### config.mk
export PLATFORM = sky130hd
export DESIGN_NAME = wb_spi_master_flat
export DESIGN_NICKNAME = d
export VERILOG_FILES = /design/src/rtl/wb_spi_master_if.sv /design/src/rtl/wb_spi_master.sv /design/src/flat_wrapper.sv
export SDC_FILE = /design/constraint.sdc
export NUM_CORES = 1
export LEC_CHECK = 0
export CAP_MARGIN = 0
export CORE_MARGIN = 5
export CORE_UTILIZATION = 35
export CTS_CLUSTER_DIAMETER = 120
export DETAILED_ROUTE_END_ITERATION = 7
export PLACE_DENSITY_LB_ADDON = 0.25
export SKIP_LAST_GASP = 1
export SLEW_MARGIN = 0
export SYNTH_ARGS = -nofsm -noshare
export SYNTH_HDL_FRONTEND = slang
export SYNTH_SLANG_ARGS = --single-unit
export TNS_END_PERCENT = 50
### constraint.sdc
create_clock -name clk -period 4.79 [get_ports clk]
set_input_delay 0.958 -clock clk [delete_from_list [all_inputs] [get_ports clk]]
set_output_delay 0.958 -clock clk [all_outputs]
set_load 0.02 [all_outputs]
### src/rtl/wb_spi_master_if.sv
// Wishbone byte bus between the EPB bridge and the SPI master.
interface wb_spi_master_if;
  logic       wb_cyc_i;
  logic       wb_stb_i;
  logic       wb_we_i;
  logic       wb_sel_i;
  logic [4:0] wb_adr_i;
  logic [7:0] wb_dat_i;
  logic [7:0] wb_dat_o;
  logic       wb_ack_o;

  modport master (
    output wb_cyc_i, wb_stb_i, wb_we_i,
    output wb_sel_i, wb_adr_i, wb_dat_i,
    input  wb_dat_o, wb_ack_o
  );

  modport slave (
    input  wb_cyc_i, wb_stb_i, wb_we_i,
    input  wb_sel_i, wb_adr_i, wb_dat_i,
    output wb_dat_o, wb_ack_o
  );
endinterface

### src/rtl/wb_spi_master.sv
// Wishbone-to-SPI mode-0 byte master; optional irq with WB_SPI_IRQ_EN.
module wb_spi_master #(
  parameter logic [7:0] DIV_RESET = 8'd7
) (
  input  logic clk,
  input  logic reset,
  wb_spi_master_if.slave wb,
  output logic spi_sclk,
  output logic spi_mosi,
  input  logic spi_miso,
  output logic spi_cs_n
`ifdef WB_SPI_IRQ_EN
  ,
  output logic irq
`endif
);

  typedef enum logic [1:0] {
    IDLE,
    LOAD,
    SHIFT
  } state_t;

  state_t     state;
  logic [7:0] div;
  logic [7:0] xdiv;
  logic [7:0] cnt;
  logic [7:0] shreg;
  logic [7:0] rxdata;
  logic [7:0] rd;
  logic [2:0] bitcnt;
  logic [1:0] ctrl;
  logic       xlsbf;
  logic       busy;
  logic       done;
  logic       ovr;
  logic       ie;
  logic       req;
  logic       wr;
  logic       a_data;
  logic       a_stat;
  logic       a_ctrl;
  logic       a_div;

  assign req    = wb.wb_cyc_i & wb.wb_stb_i & ~wb.wb_ack_o;
  assign wr     = req & wb.wb_we_i & wb.wb_sel_i;
  assign a_data = wb.wb_adr_i == 5'h00;
  assign a_stat = wb.wb_adr_i == 5'h01;
  assign a_ctrl = wb.wb_adr_i == 5'h02;
  assign a_div  = wb.wb_adr_i == 5'h03;
  assign spi_cs_n = ~ctrl[0];

`ifndef WB_SPI_IRQ_EN
  assign ie = 1'b0;
`endif

  always_comb begin
    rd = 8'h00;
    unique case (1'b1)
      a_data:  rd = rxdata;
      a_stat:  rd = {4'h0, ie, ovr, done, busy};
      a_ctrl:  rd = {6'h00, ctrl};
      a_div:   rd = div;
      default: rd = 8'h00;
    endcase
  end

  always_ff @(posedge clk) begin
    if (reset) begin
      state       <= IDLE;
      wb.wb_ack_o <= 1'b0;
      wb.wb_dat_o <= 8'h00;
      div         <= DIV_RESET;
      xdiv        <= DIV_RESET;
      cnt         <= 8'h00;
      shreg       <= 8'h00;
      rxdata      <= 8'h00;
      bitcnt      <= 3'd0;
      ctrl        <= 2'b00;
      xlsbf       <= 1'b0;
      busy        <= 1'b0;
      done        <= 1'b0;
      ovr         <= 1'b0;
      spi_sclk    <= 1'b0;
      spi_mosi    <= 1'b0;
    end else begin
      wb.wb_ack_o <= req;
      if (req) wb.wb_dat_o <= rd;
      // clears first so same-cycle sets below win
      if (req & ~wb.wb_we_i & a_data) done <= 1'b0;
      if (wr & a_stat & wb.wb_dat_i[2]) ovr <= 1'b0;
      if (wr & a_ctrl) ctrl <= wb.wb_dat_i[1:0];
      if (wr & a_div) div <= wb.wb_dat_i;
      if (wr & a_data & busy) ovr <= 1'b1;
      unique case (state)
        IDLE: begin
          if (wr & a_data) begin
            state    <= LOAD;
            busy     <= 1'b1;
            xdiv     <= div;
            xlsbf    <= ctrl[1];
            cnt      <= 8'h00;
            bitcnt   <= 3'd0;
            shreg    <= wb.wb_dat_i;
            spi_mosi <= ctrl[1] ? wb.wb_dat_i[0]
                                : wb.wb_dat_i[7];
          end
        end
        LOAD, SHIFT: begin
          state <= SHIFT;
          if (cnt != xdiv) begin
            cnt <= cnt + 8'd1;
          end else begin
            cnt <= 8'h00;
            if (!spi_sclk) begin
              spi_sclk <= 1'b1;
              shreg <= xlsbf ? {spi_miso, shreg[7:1]}
                             : {shreg[6:0], spi_miso};
            end else begin
              spi_sclk <= 1'b0;
              bitcnt   <= bitcnt + 3'd1;
              if (bitcnt == 3'd7) begin
                state  <= IDLE;
                busy   <= 1'b0;
                done   <= 1'b1;
                rxdata <= shreg;
              end else begin
                spi_mosi <= xlsbf ? shreg[0] : shreg[7];
              end
            end
          end
        end
        default: state <= IDLE;
      endcase
    end
  end

`ifdef WB_SPI_IRQ_EN
  always_ff @(posedge clk) begin
    if (reset) begin
      ie  <= 1'b0;
      irq <= 1'b0;
    end else begin
      if (wr & a_stat) ie <= wb.wb_dat_i[3];
      irq <= done & ie;
    end
  end
`endif

endmodule

### src/flat_wrapper.sv
// flat-port wrapper written by rule: the top's interface ports become plain ports
module wb_spi_master_flat 
#(
  parameter logic [7:0] DIV_RESET = 8'd7
)
  (clk, reset, spi_sclk, spi_mosi, spi_miso, spi_cs_n, wb_wb_cyc_i, wb_wb_stb_i, wb_wb_we_i, wb_wb_sel_i, wb_wb_adr_i, wb_wb_dat_i, wb_wb_dat_o, wb_wb_ack_o);
  wb_spi_master_if wb_i ();
  input  logic clk;
  input  logic reset;
  output logic spi_sclk;
  output logic spi_mosi;
  input  logic spi_miso;
  output logic spi_cs_n;
  input wire logic [$bits(wb_i.wb_cyc_i)-1:0] wb_wb_cyc_i;
  input wire logic [$bits(wb_i.wb_stb_i)-1:0] wb_wb_stb_i;
  input wire logic [$bits(wb_i.wb_we_i)-1:0] wb_wb_we_i;
  input wire logic [$bits(wb_i.wb_sel_i)-1:0] wb_wb_sel_i;
  input wire logic [$bits(wb_i.wb_adr_i)-1:0] wb_wb_adr_i;
  input wire logic [$bits(wb_i.wb_dat_i)-1:0] wb_wb_dat_i;
  output wire logic [$bits(wb_i.wb_dat_o)-1:0] wb_wb_dat_o;
  output wire logic [$bits(wb_i.wb_ack_o)-1:0] wb_wb_ack_o;
  assign wb_i.wb_cyc_i = wb_wb_cyc_i;
  assign wb_i.wb_stb_i = wb_wb_stb_i;
  assign wb_i.wb_we_i = wb_wb_we_i;
  assign wb_i.wb_sel_i = wb_wb_sel_i;
  assign wb_i.wb_adr_i = wb_wb_adr_i;
  assign wb_i.wb_dat_i = wb_wb_dat_i;
  assign wb_wb_dat_o = wb_i.wb_dat_o;
  assign wb_wb_ack_o = wb_i.wb_ack_o;
  wb_spi_master #(.DIV_RESET(DIV_RESET)) u_core (.clk(clk), .reset(reset), .wb(wb_i), .spi_sclk(spi_sclk), .spi_mosi(spi_mosi), .spi_miso(spi_miso), .spi_cs_n(spi_cs_n));
endmodule
# After elaboration in Yosys (flattened, before gate mapping)
# Index checks and enable logic that the tools add are counted.
# W data, S select, Z words.
# totals
reg_bits,62
in_bits,20
# op_classes
add_sub_neg,2
eq_ne,13
muxes,38
bitwise,16
reduce_logical,13
# op_table
operator,n
$mux W8,6
$pmux W8 S2,2
$pmux W8 S4,1
$mux W1,18
$and A1 B1 Y1,12
$reduce_and A4 Y1,3
$eq A5 B2 Y1 const B,2
$reduce_and A5 Y1,2
$mux W3,3
$add A8 B1 Y8 const B,1
$mux W2,4
$ne A8 B8 Y1,1
$ne A2 B1 Y1 const B,3
$ne A2 B2 Y1 const B,3
$pmux W3 S2,1
$reduce_and A2 Y1,3
$eq A5 B1 Y1 const B,1
$logic_not A5 Y1,1
$not A1 Y1,4
$pmux W1 S2,2
$pmux W2 S2,1
$reduce_bool A2 Y1,2
$add A3 B1 Y3 const B,1
$eq A3 B3 Y1 const B,1
other kinds (4),4

# Depth between registers and ports, before layout
# Gate-level depths: netlist of run 1.
# logic_depth
ltp_word,9
mapped_depth,9
depth_no_buf,7

# Least setup slack after synthesis of run 1
# Ideal clock, no wire load.
# synth_timing
path_type,in2reg
startpoint,in wb_wb_adr_i[4]
endpoint,reg u_core.shreg[0]
setup_time_ns,0.072
t_arrival_ns,2.839
required_ns,4.718
slack_ns,1.879
path_stages,6
path_buffers,1
path_cell_list,or3_4 > buf_6 > nor4_4 > nor2b_4 > a211oi_4 > mux2i_1
# synth_between
elab_chain_len,4
# synth_lines
item,line_no,rtl
start: declaration,flat_wrapper.sv:18,input wire logic [$bits(wb_i.wb_adr_i)-1:0] wb_wb_adr_i;
$logic_not A5 Y1,wb_spi_master.sv:47,assign a_data = wb.wb_adr_i == 5'h00;
$and A1 B1 Y1,wb_spi_master.sv:97,if (wr & a_data) begin
$ne A2 B1 Y1 (no line),n/a,
$reduce_and A4 Y1 (no line),n/a,
end signal: assignment,wb_spi_master.sv:104,shreg <= wb.wb_dat_i;
end signal: assignment,wb_spi_master.sv:117,"shreg <= xlsbf ? {spi_miso, shreg[7:1]}"
end: declaration,wb_spi_master.sv:28,logic [7:0] shreg;
# Every way passes these cells.
# A chain may end at the register's enable or synchronous reset.

# Final worst setup path of run 1
# layout_timing
startpoint,in wb_wb_stb_i
endpoint,reg u_core.shreg[7]
# layout_between
elab_chain_len,7
# layout_lines
item,line_no,rtl
start: declaration,flat_wrapper.sv:15,input wire logic [$bits(wb_i.wb_stb_i)-1:0] wb_wb_stb_i;
$and A1 B1 Y1 (2 in a row),wb_spi_master.sv:45,assign req = wb.wb_cyc_i & wb.wb_stb_i & ~wb.wb_ack_o;
$and A1 B1 Y1 (2 in a row),wb_spi_master.sv:46,assign wr = req & wb.wb_we_i & wb.wb_sel_i;
$and A1 B1 Y1,wb_spi_master.sv:97,
$ne A2 B1 Y1 (no line),n/a,
$reduce_and A4 Y1 (no line),n/a,
# Every way passes these cells.

==> summary by stage, run 1 <==
Status
The flow ran to the end, and the final reports show no timing, DRC or antenna violations.

Routing
For this block, the via count after detailed routing is 2437. The first routing iteration left 119 violations. The routed wire length is 7.72 mm. The via count normalized by instance count is 5.29. Dividing the detail-routed wire length by the instance count gives 16.7 um. The first detailed-routing pass took 4 iterations.

The DRC violation count after routing is 0. The number of nets still failing antenna checks after routing is 0.

Logic synthesis
The share of synthesized area in the top cell type comes to 40.6%. A synthesized cell averages 9.37 um^2. The cell with the most instances after synthesis is sky130_fd_sc_hd__dfxtp_1.

By area the synthesized netlist is led by sky130_fd_sc_hd__dfxtp_1 41%, sky130_fd_sc_hd__mux2i_1 13%, sky130_fd_sc_hd__nor2_1 5.5%, sky130_fd_sc_hd__a211o_1 4.0%, sky130_fd_sc_hd__nand3_1 2.3%. After synthesis, the share of flip-flops with an asynchronous set or reset is 0%. The number of storage elements in the synthesis netlist is 62. The sequential area share after synthesis is 40.6%. The biggest area contributor in the post-synthesis netlist is sky130_fd_sc_hd__dfxtp_1. The commonest cells after synthesis are 62 x sky130_fd_sc_hd__dfxtp_1, 45 x sky130_fd_sc_hd__nor2_1, 41 x sky130_fd_sc_hd__mux2i_1. The synthesized net count is 351. The mapped netlist covers 0.00306 mm^2. In the synthesized netlist the dominant register cell turns out to be sky130_fd_sc_hd__dfxtp_1. Counting flops with a built-in enable in the synthesized netlist gives 0. Yosys printed 0 warnings. After synthesis, the netlist uses 48 different library cells. The synthesized netlist cell count is 326.

Global routing
Entering global routing, the biggest net connects 52 pins. The initial antenna violation count was 0. The overall overflow remaining after global route is 0. The first global-routing pass estimated 12.4 mm of wire.

The number of global-route vias before repair is 2314. For this run, global-route usage on met1 was measured as 21.0%. In the global route stage, overall resource usage came out at 15.5%. In this run the most used layer during global routing was met2. For this run, global-route usage on met3 was measured as 4.56%. The met2 track demand over resource is 23.3%.

STA
The final critical path time including I/O delays and setup is 3.24 ns. The setup TNS is 0 ns. The final setup slack of the worst path is 1.55 ns. The number of pins exceeding their max-slew limit in the final report is 0.

In this run the tightest slew margin relative to its limit is 40.7%. The fmax is 309 MHz. Setup repair after global routing left no endpoint under its margin. The number of hold violations in the final report is 0. Setup violations remaining at the end of the flow were counted as 0. The worst path uses 67.6% of the clock period.

The final setup skew is 0.00806 ns. For the pin with the worst max-slew slack, the measured transition is 0.890 ns.

Finish
The total number of nets in the final design is 373. The post-synthesis to final-layout area growth is 17.7%. The layout has 892 filler cells.

In the final layout, the share of cells above drive strength 1 is 8.78%. The final antenna diode count is 0.

Floorplanning
Measured along the x axis, the die boundary spans 103 um. The initial utilization of the core area, before any placement, comes to 35.6%. The row count is 34. In this run the vertical extent of the chip is 103 um. Pin placement for this block handled 32 I/O pins. After floorplanning, the core was sized to cover 0.00859 mm^2. The floorplan step defined a die boundary enclosing 0.0107 mm^2.

Clock network
The clock tree synthesis step divided the H-tree into 3 levels. The sink count of the clock tree is 62. Once the clock tree was built, the resizer swapped 0 gates to a different size.

The post-CTS clock slew at the launch and capture registers of the worst setup and hold paths is 0.07 ns. At the later pin of the worst-skew pair, clock insertion delay measures 0.35 ns. The root buffer cell chosen for the clock tree is sky130_fd_sc_hd__clkbuf_8. TritonCTS built the clock tree. TritonCTS created 9 clock buffers. After clock tree synthesis, the flow added hold-fix buffers numbering 0. The maximum buffer depth of the clock tree is 2. Buffers added to address setup during post-CTS repair amount to 0.

Worst setup path
The arrival time reported for the critical path endpoint is 3.51 ns. The worst setup path is captured at a flip-flop. For the worst setup path, the data required time is 5.07 ns. The start-to-end type of the worst setup path is primary input to flip-flop. Along the worst path, the maximum fanout reaches 13. The category of the worst setup path launch point is a primary input.

Worst hold path
The worst hold-check path type is flip-flop to flip-flop.

Power and ir drop
The total leakage power is 1.24 nW. The largest vdd supply drop is 138 uV. For this design the ratio of total power to cell area is 295 mW/mm^2.

Placed design
Before CTS, the worst setup slack after placement is 1.18 ns. Summed over all nets, the half-perimeter wirelength after detailed placement is 5.55 mm. Buffers placed on the I/O ports in this run total 31.

Routability-driven placement finished with a final weighted congestion of 0.788.

Run
The number of violations of the max-capacitance limit is 0.
-- path summary, 6_finish.rpt --
check                                      from          endpoint  slack, ns  cells after the start
worst max-delay path                wb_wb_stb_i   u_core.shreg[7]       1.55                      6
worst max register to register  u_core.state[1]  u_core.rxdata[4]       2.24                      6
worst min-delay path                 u_core.ovr        u_core.ovr       0.48                      2
worst min register to register       u_core.ovr        u_core.ovr       0.48                      2
-- worst max-delay path: stages --
cell	delay (ns)
sky130_fd_sc_hd__clkdlybuf4s50_1	0.48
sky130_fd_sc_hd__nand3b_1	0.41
sky130_fd_sc_hd__nor4_4	0.77
sky130_fd_sc_hd__nor2b_4	0.10
sky130_fd_sc_hd__a211oi_4	0.55
sky130_fd_sc_hd__mux2i_1	0.24
-- per-stage QoR --
stage          area, um^2  total power [W]  hold WS [ns]  utilization [%]  cells
3_3_place_gp         3400         0.000601         0.460             39.5    445
4_1_cts              3600          0.00107         0.483             41.9    461
6_report             3600          0.00106         0.483             41.9    461
2_1_floorplan        3060         0.000570         0.438                -    326
3_5_place_dp         3400         0.000601         0.473             39.5    445
5_1_grt              3600          0.00111         0.500             41.9    461
-- cell usage in the layout, fill, tap and decap left out, types with 7 or more instances in the layout --
master,netlist,layout
sky130_fd_sc_hd__and3_1,8,8
sky130_fd_sc_hd__clkdlybuf4s50_1,0,30
sky130_fd_sc_hd__o21ai_0,8,8
sky130_fd_sc_hd__nor2_1,45,45
sky130_fd_sc_hd__nand2b_1,8,8
sky130_fd_sc_hd__clkbuf_8,0,11
sky130_fd_sc_hd__xor2_1,7,7
sky130_fd_sc_hd__a21oi_1,11,11
sky130_fd_sc_hd__a211o_1,14,14
sky130_fd_sc_hd__dfxtp_1,62,62
sky130_fd_sc_hd__nor3_1,11,11
sky130_fd_sc_hd__nand3_1,14,14
sky130_fd_sc_hd__mux2i_1,41,41
sky130_fd_sc_hd__nand2_1,8,8
-- layout make-up --
type | count | area [um^2] | area share, %
Multi-Input combinational cell | 236 | 1680 | 46.6
Sequential cell | 62 | 1240 | 34.5
Timing Repair Buffer | 33 | 320 | 8.90
Clock buffer | 12 | 155 | 4.31
Tap cell | 108 | 135 | 3.76
Clock inverter | 4 | 45.0 | 1.25
Inverter | 6 | 22.5 | 0.626
-- power breakdown --
group	total, W	internal (W)	switching [W]	leakage (nW)
clock network	0.000472	0.000266	0.000206	0.106
logic	0.0000682	0.0000318	0.0000365	0.629
registers	0.000521	0.000519	0.00000190	0.500
-- registers in the layout (all words and copies together) (netlist names) --
signal	cells
u_core.bitcnt	3
u_core.busy	1
u_core.cnt	8
u_core.ctrl	2
u_core.div	8
u_core.done	1
u_core.ovr	1
u_core.rxdata	8
u_core.shreg	8
u_core.spi_mosi	1
u_core.spi_sclk	1
u_core.state	2
u_core.wb.wb_ack_o	1
u_core.wb.wb_dat_o	8
u_core.xdiv	8
u_core.xlsbf	1
-- layer usage --
metal	vias to the layer above	wire, um
met2	48	3570
met4	0	153
li1	1228	-
met5	-	0
met3	12	318
met1	1149	3670
-- kinds of logic after synthesis --
family	Yosys count	synth area share (%)
mux	44	15.3
buf+inv	28	4.46
flops	62	40.6
xor+xnor	9	2.58
simple gates	120	21.1
compound gates	58	13.9
fa+ha+maj	5	2.05
Power figures use the tool's default switching activity.
==> inputs of run 2 (changes only) <==
clock period = 2.9 ns   (was 4.79 ns; I/O delays follow)
==> run 2 against run 1 <==
Against the previous run: combinational power up 69%; clock power is 46% higher; wire length shrank 1.4%; worst setup slack worse by 1.1 ns; power is 57% higher; non-clock buffer count increased by 14; sequential power up 65%; clock-buffer cell count rose by 1; clock skew is essentially flat; register-to-register slack got worse by 1.6 ns; hold slack lost 0.011 ns; largest power group unchanged; highest routed layer unchanged.
==> summary by stage, run 2 (same netlist as run 1, synthesis figures left out) <==
Power and ir drop
The total leakage power is 1.29 nW (+4.7%). The largest vdd supply drop was 215 uV (+55%). The power density normalized to cell area is 453 mW/mm^2 (+54%).

Clock network
The clock root buffer master is sky130_fd_sc_hd__clkbuf_8. The depth of the CTS H-tree is 3 (unchanged). The number of clock buffers inserted by TritonCTS is 9 (unchanged). The number of hold buffers added after CTS is 0 (unchanged). The post-CTS clock slew at the launch and capture registers of the worst setup and hold paths is 0.06 ns (about the same).

The post-cts repair resize count is 0 (unchanged). The total setup buffers inserted after CTS is 0 (unchanged). The sink count of the clock tree is 62 (unchanged). The clock latency of the later-clocked register in the worst-skew pair is 0.34 ns (about the same). The maximum buffer depth of the clock tree is 2 (unchanged). TritonCTS built the clock tree.

Floorplanning
The floorplan die height is 103 um (unchanged). The row count is 34 (unchanged). The initial standard-cell utilization of the core is 35.6% (unchanged). The number of I/O pins is 32 (unchanged). The placeable core region came to 0.00859 mm^2 (unchanged).

The area of the die is 0.0107 mm^2 (unchanged). The x dimension of the die is 103 um (unchanged).

Status
The run finished with clean final reports.

STA
The setup TNS is 0 ns (unchanged). The final setup slack of the worst path is 0.488 ns (-1.07 ns). The relative slew slack is 53.9% (+13 points).

The final setup skew came to 0.00782 ns (-0.000240 ns). The final-report setup violation count came to 0 (unchanged). Setup repair after global routing left no endpoint under its margin. The number of pins exceeding their max-slew limit in the final report is 0 (unchanged). The number of hold violations in the final report is 0 (unchanged).

The slew at the pin closest to its max-slew limit is 0.690 ns (-0.199 ns). The final critical path takes up 83.2% of the cycle. The final critical path time including I/O delays and setup is 2.41 ns. The fmax is 415 MHz.

Routing
The met1 layer wirelength in the final routing is 3.62 mm (-1.2%). The via count of the routed design is 2490 (+2.2%). After detailed routing, no signal wire sits above met4. The via count normalized by instance count is 5.26 (-0.42%). The violation count after the first detailed-routing iteration was 127 (+6.7%). The wire length on met2 is 3.61 mm (+1.0%). The DRC violation count after routing is 0 (unchanged). The routed wire length is 7.60 mm (-1.4%). The met3 wirelength from detailed routing was 287 um (-9.7%). The number of detailed-route iterations in the first pass is 5 (+1). The number of nets still failing antenna checks after routing is 0 (unchanged). The detail-routed net length per standard cell came to 16.1 um (-3.9%).

Placed design
The post-detailed-placement cell area is 0.00350 mm^2 (+3.1%). The total of buffers placed on input and output ports is 31 (unchanged). The post-DP HPWL came to 5.64 mm (+1.6%). The final weighted congestion of routability-driven global placement came to 0.819 (+3.9%). The placement-stage worst setup slack is 0.130 ns (-1.05 ns).

Worst setup path
The minimum setup slack among reg-to-reg paths is 0.63 ns (-1.61 ns). The worst endpoint required time is 3.16 ns (-1.91 ns). The start-to-end type of the worst setup path is primary input to flip-flop. The category of the worst setup path launch point is a primary input.

The arrival time reported for the critical path endpoint is 2.67 ns (-0.84 ns). The nature of the critical path endpoint is a flip-flop. The worst-path maximum fanout came to 9 (-4).

Global routing
The number of global-route vias before repair is 2492 (+7.7%). The initial antenna violation count came to 0 (unchanged). The overall overflow remaining after global route is 0 (unchanged). The global-route wire length before repair was 12.7 mm (+2.2%). The total global-route track usage is 15.6% (+0.082 points).

The maximum number of pins on one net before global-route repair is 43 (-17%).

Run
The number of violations of the max-capacitance limit is 0 (unchanged).

Finish
The core utilization of the finished layout is 42.8% (+0.92 points). The top cell types in the final layout, fill and taps aside, are 62 x sky130_fd_sc_hd__dfxtp_1, 45 x sky130_fd_sc_hd__nor2_1, 41 x sky130_fd_sc_hd__mux2i_1. The library cell used most frequently in the layout, excluding fill and tap cells, is sky130_fd_sc_hd__dfxtp_1. The fraction of final layout cells with drive strength greater than 1 is 11.8% (+3.0 points). The post-synthesis to final-layout area growth is 20.3%. The final antenna diode count is 0 (unchanged).

The total non-filler cell area in the finished layout was 0.00368 mm^2 (+2.2%). The total number of nets in the final design is 387 (+3.8%).

Worst hold path
The min-delay analysis places its worst path in the category flip-flop to flip-flop.
[run 2: cell types whose count changed in the layout (fill, tap and decap cells not counted), sizes merged]
cell	before	now
buf	3	17
bufinv	1	0
clkbuf	12	13
clkinv	3	1
[run 2: path summary, 6_finish.rpt]
| path | start | to | depth (start not counted) |
|---|---|---|---|
| worst min-delay path | u_core.ovr | u_core.ovr | 2 |
| worst max-delay path | wb_wb_adr_i[4] | u_core.shreg[7] | 7 |
| worst min register to register | u_core.ovr | u_core.ovr | 2 |
| worst max register to register | u_core.state[1] | u_core.rxdata[0] | 6 |
[run 2: stage by stage]
stage | instances | power [W] | hold slack (ns)
6_report | 473 | 0.00167 | 0.471
5_1_grt | 473 | 0.00173 | 0.526
4_1_cts | 473 | 0.00168 | 0.470
3_5_place_dp | 459 | 0.000995 | 0.457
3_3_place_gp | 459 | 0.000995 | 0.460
2_1_floorplan | 326 | 0.000942 | 0.438
[run 2: where the power goes]
part / switching, W / internal [W]
combinational: 0.0000584 / 0.0000566
sequential: 0.00000328 / 0.000857
clock: 0.000321 / 0.000370
total: 0.000383 / 0.00128
[run 2: cell type report]
class | count | area [um^2]
multi-input combinational | 236 | 1680
sequential | 62 | 1240
inverter | 6 | 22.5
clock inverter | 1 | 5.00
timing repair buffer | 47 | 425
fill | 864 | 4920
clock buffer | 13 | 169
tap | 108 | 135
[run 2: worst max-delay path: stages]
cell and delay, ns:
sky130_fd_sc_hd__clkdlybuf4s50_1 0.40, sky130_fd_sc_hd__or3_4 0.45, sky130_fd_sc_hd__nor4_4 0.49, sky130_fd_sc_hd__nor2b_4 0.10, sky130_fd_sc_hd__a211oi_4 0.21, sky130_fd_sc_hd__buf_4 0.24, sky130_fd_sc_hd__mux2i_1 0.20
[run 2: per-layer routing]
metal | track usage, % | vias up
met5 | 0 | -
met4 | 4.48 | 0
met2 | 24.4 | 44
met3 | 4.36 | 9
met1 | 20.9 | 1194
li1 | - | 1243
==> inputs of run 3 (changes only) <==
clock period = 2.11 ns   (was 2.9 ns; I/O delays follow)
==> run 3 against run 2 <==
Against the previous run: cell count rose by 3.4%; largest cell class unchanged; die area is the same; worst setup slack worse by 0.33 ns; sequential share of layout area is 1.5 points lower; first-iteration DRC count is 17% lower; via count increased by 1.2%.
==> summary by stage, run 3 (same netlist as run 1, synthesis figures left out) <==
Clock network
The depth of the CTS H-tree is 3 (unchanged). The number of hold buffers added after CTS was 0 (unchanged). The total setup buffers inserted after CTS is 0 (unchanged). CTS placed an instance of sky130_fd_sc_hd__clkbuf_8 at the clock tree root. TritonCTS built the clock tree. The maximum buffer depth of the clock tree came to 2 (unchanged).

The clock latency of the later-clocked register in the worst-skew pair is 0.34 ns (about the same). The post-cts repair resize count is 0 (unchanged). The sink count of the clock tree is 62 (unchanged). The post-CTS clock slew at the launch and capture registers of the worst setup and hold paths is 0.07 ns (about the same). The number of clock buffers inserted by TritonCTS was 9 (unchanged).

Floorplanning
The area of the die is 0.0107 mm^2 (unchanged). The number of I/O pins came to 32 (unchanged). The row count is 34 (unchanged).

The floorplan die height is 103 um (unchanged). The initial standard-cell utilization of the core is 35.6% (unchanged). The placeable core region is 0.00859 mm^2 (unchanged). The x dimension of the die is 103 um (unchanged).

STA
Based on the critical path, the design can be clocked at up to 512 MHz. The setup TNS came to 0 ns (unchanged). The slew at the pin closest to its max-slew limit is 0.400 ns (-0.290 ns). The share of the cycle needed by the critical path after routing is 92.5%.

The final setup skew is 0.00633 ns (-0.00148 ns). Setup repair after global routing left no endpoint under its margin. The number of hold violations in the final report is 0 (unchanged). The relative slew slack is 73.3% (+19 points). The number of pins exceeding their max-slew limit in the final report is 0 (unchanged).

The final-report setup violation count is 0 (unchanged). The worst path in the final design needs a cycle of 1.95 ns, including I/O delays and setup.

Finish
The fraction of final layout cells with drive strength greater than 1 is 15.2% (+3.4 points). The post-layout instance count excluding filler cells is 489 (+3.4%). The footprint of the multi-input gates was 0.00168 mm^2 (+0.15%). The final antenna diode count is 0 (unchanged). The library cell used most frequently in the layout, excluding fill and tap cells, is sky130_fd_sc_hd__dfxtp_1. In the layout the commonest cells are 62 x sky130_fd_sc_hd__dfxtp_1, 45 x sky130_fd_sc_hd__nor2_1, 41 x sky130_fd_sc_hd__mux2i_1. The register area is 0.00124 mm^2 (unchanged). The total number of nets in the final design is 401 (+3.6%). The number of fill cells is 861 (-0.35%). The core utilization of the finished layout is 44.8% (+2.0 points). The post-synthesis to final-layout area growth is 26.0%.

Global routing
The global-route wire length before repair is 12.0 mm (-5.8%). The initial antenna violation count is 0 (unchanged). The overall overflow remaining after global route was 0 (unchanged). The number of global-route vias before repair is 2455 (-1.5%). The total global-route track usage is 14.6% (-0.99 points). The maximum number of pins on one net before global-route repair came to 53 (+23%).

Run
The number of violations of the max-capacitance limit is 0 (unchanged).

Worst setup path
In this run the worst setup path begins at wb_wb_adr_i[4]. The critical path is of the primary input to flip-flop type. The arrival time reported for the critical path endpoint was 2.23 ns (-0.44 ns). The worst endpoint required time is 2.39 ns (-0.77 ns). The category of the worst setup path launch point is a primary input. The worst setup path is captured at a flip-flop. The launching point of the worst reg2reg path is u_core.state[1]. The worst-path maximum fanout is 4 (-5).

Worst hold path
The worst hold path begins at reset. The min-delay analysis places its worst path in the category primary input to flip-flop.

Routing
The DRC violation count after routing came to 0 (unchanged). The detail-routed net length per standard cell is 15.2 um (-5.6%). The number of nets still failing antenna checks after routing came to 0 (unchanged). The number of detailed-route iterations in the first pass was 4 (-1). The via count normalized by instance count was 5.16 (-2.1%). The violation count after the first detailed-routing iteration is 105 (-17%).

The via count of the routed design came to 2521 (+1.2%). The routed wire length is 7.42 mm (-2.4%).

Power and ir drop
The total power of the final layout is 0.00250 W (+50%). The power density normalized to cell area is 649 mW/mm^2 (+43%). The largest vdd supply drop is 326 uV (+52%).

The total leakage power is 1.39 nW (+7.6%).

Placed design
The final weighted congestion of routability-driven global placement was 0.757 (-7.6%). The count of placed standard cells including taps is 473 (+3.1%). The post-DP HPWL came to 5.42 mm (-3.9%). The total of buffers placed on input and output ports is 31 (unchanged).

Status
The run finished with clean final reports.
[run 3: changes by cell type in the layout (fill, tap and decap cells not counted), sizes merged]
cell,change
buf,+14
clkinv,+1
clkbuf,-1
bufinv,+2
[run 3: layout make-up]
| type | count | share of cell area (%) |
|---|---|---|
| repair buffers | 61 | 14.4 |
| clock buffers | 12 | 3.77 |
| clock inverters | 4 | 1.82 |
| inverters | 6 | 0.585 |
| flip-flops and latches | 62 | 32.2 |
| well taps | 108 | 3.51 |
| multi-input cells | 236 | 43.6 |
[run 3: worst max-delay path: stages]
cell,delay (ns)
sky130_fd_sc_hd__clkdlybuf4s50_1,0.39
sky130_fd_sc_hd__or3_4,0.42
sky130_fd_sc_hd__nor2_1,0.16
sky130_fd_sc_hd__nand4_1,0.21
sky130_fd_sc_hd__a211oi_1,0.41
sky130_fd_sc_hd__mux2_2,0.22
[run 3: final timing paths]
kind / to / slack (ns) / cells past startpoint
min: u_core.spi_sclk / 0.46 / 2
max: u_core.bitcnt[0] / 0.16 / 6
max reg2reg: u_core.rxdata[0] / 0.21 / 7
min reg2reg: u_core.ovr / 0.48 / 2
[run 3: where the power goes]
group | switching (W) | leakage, nW | internal (W) | total (W)
Sequential | 0.00000458 | 0.500 | 0.00118 | 0.00118
Combinational | 0.0000830 | 0.781 | 0.0000870 | 0.000170
Clock | 0.000453 | 0.110 | 0.000695 | 0.00115
[run 3: per-stage QoR]
step	hold slack [ns]	area, um^2	worst slack (ns)
global route	0.475	3850	0.0574
detailed placement	0.465	3630	-0.175
global placement	0.461	3630	-0.189
floorplan	0.438	3070	-0.0811
finish	0.455	3850	0.157
CTS	0.440	3850	0.159
[run 3: metal layers]
layer	share of wire, %	GRT usage [%]	up-vias
met5	0	0	-
li1	-	-	1278
met3	3.1	3.15	8
met2	47	22.9	38
met4	1.1	5.38	0
met1	49	19.6	1197
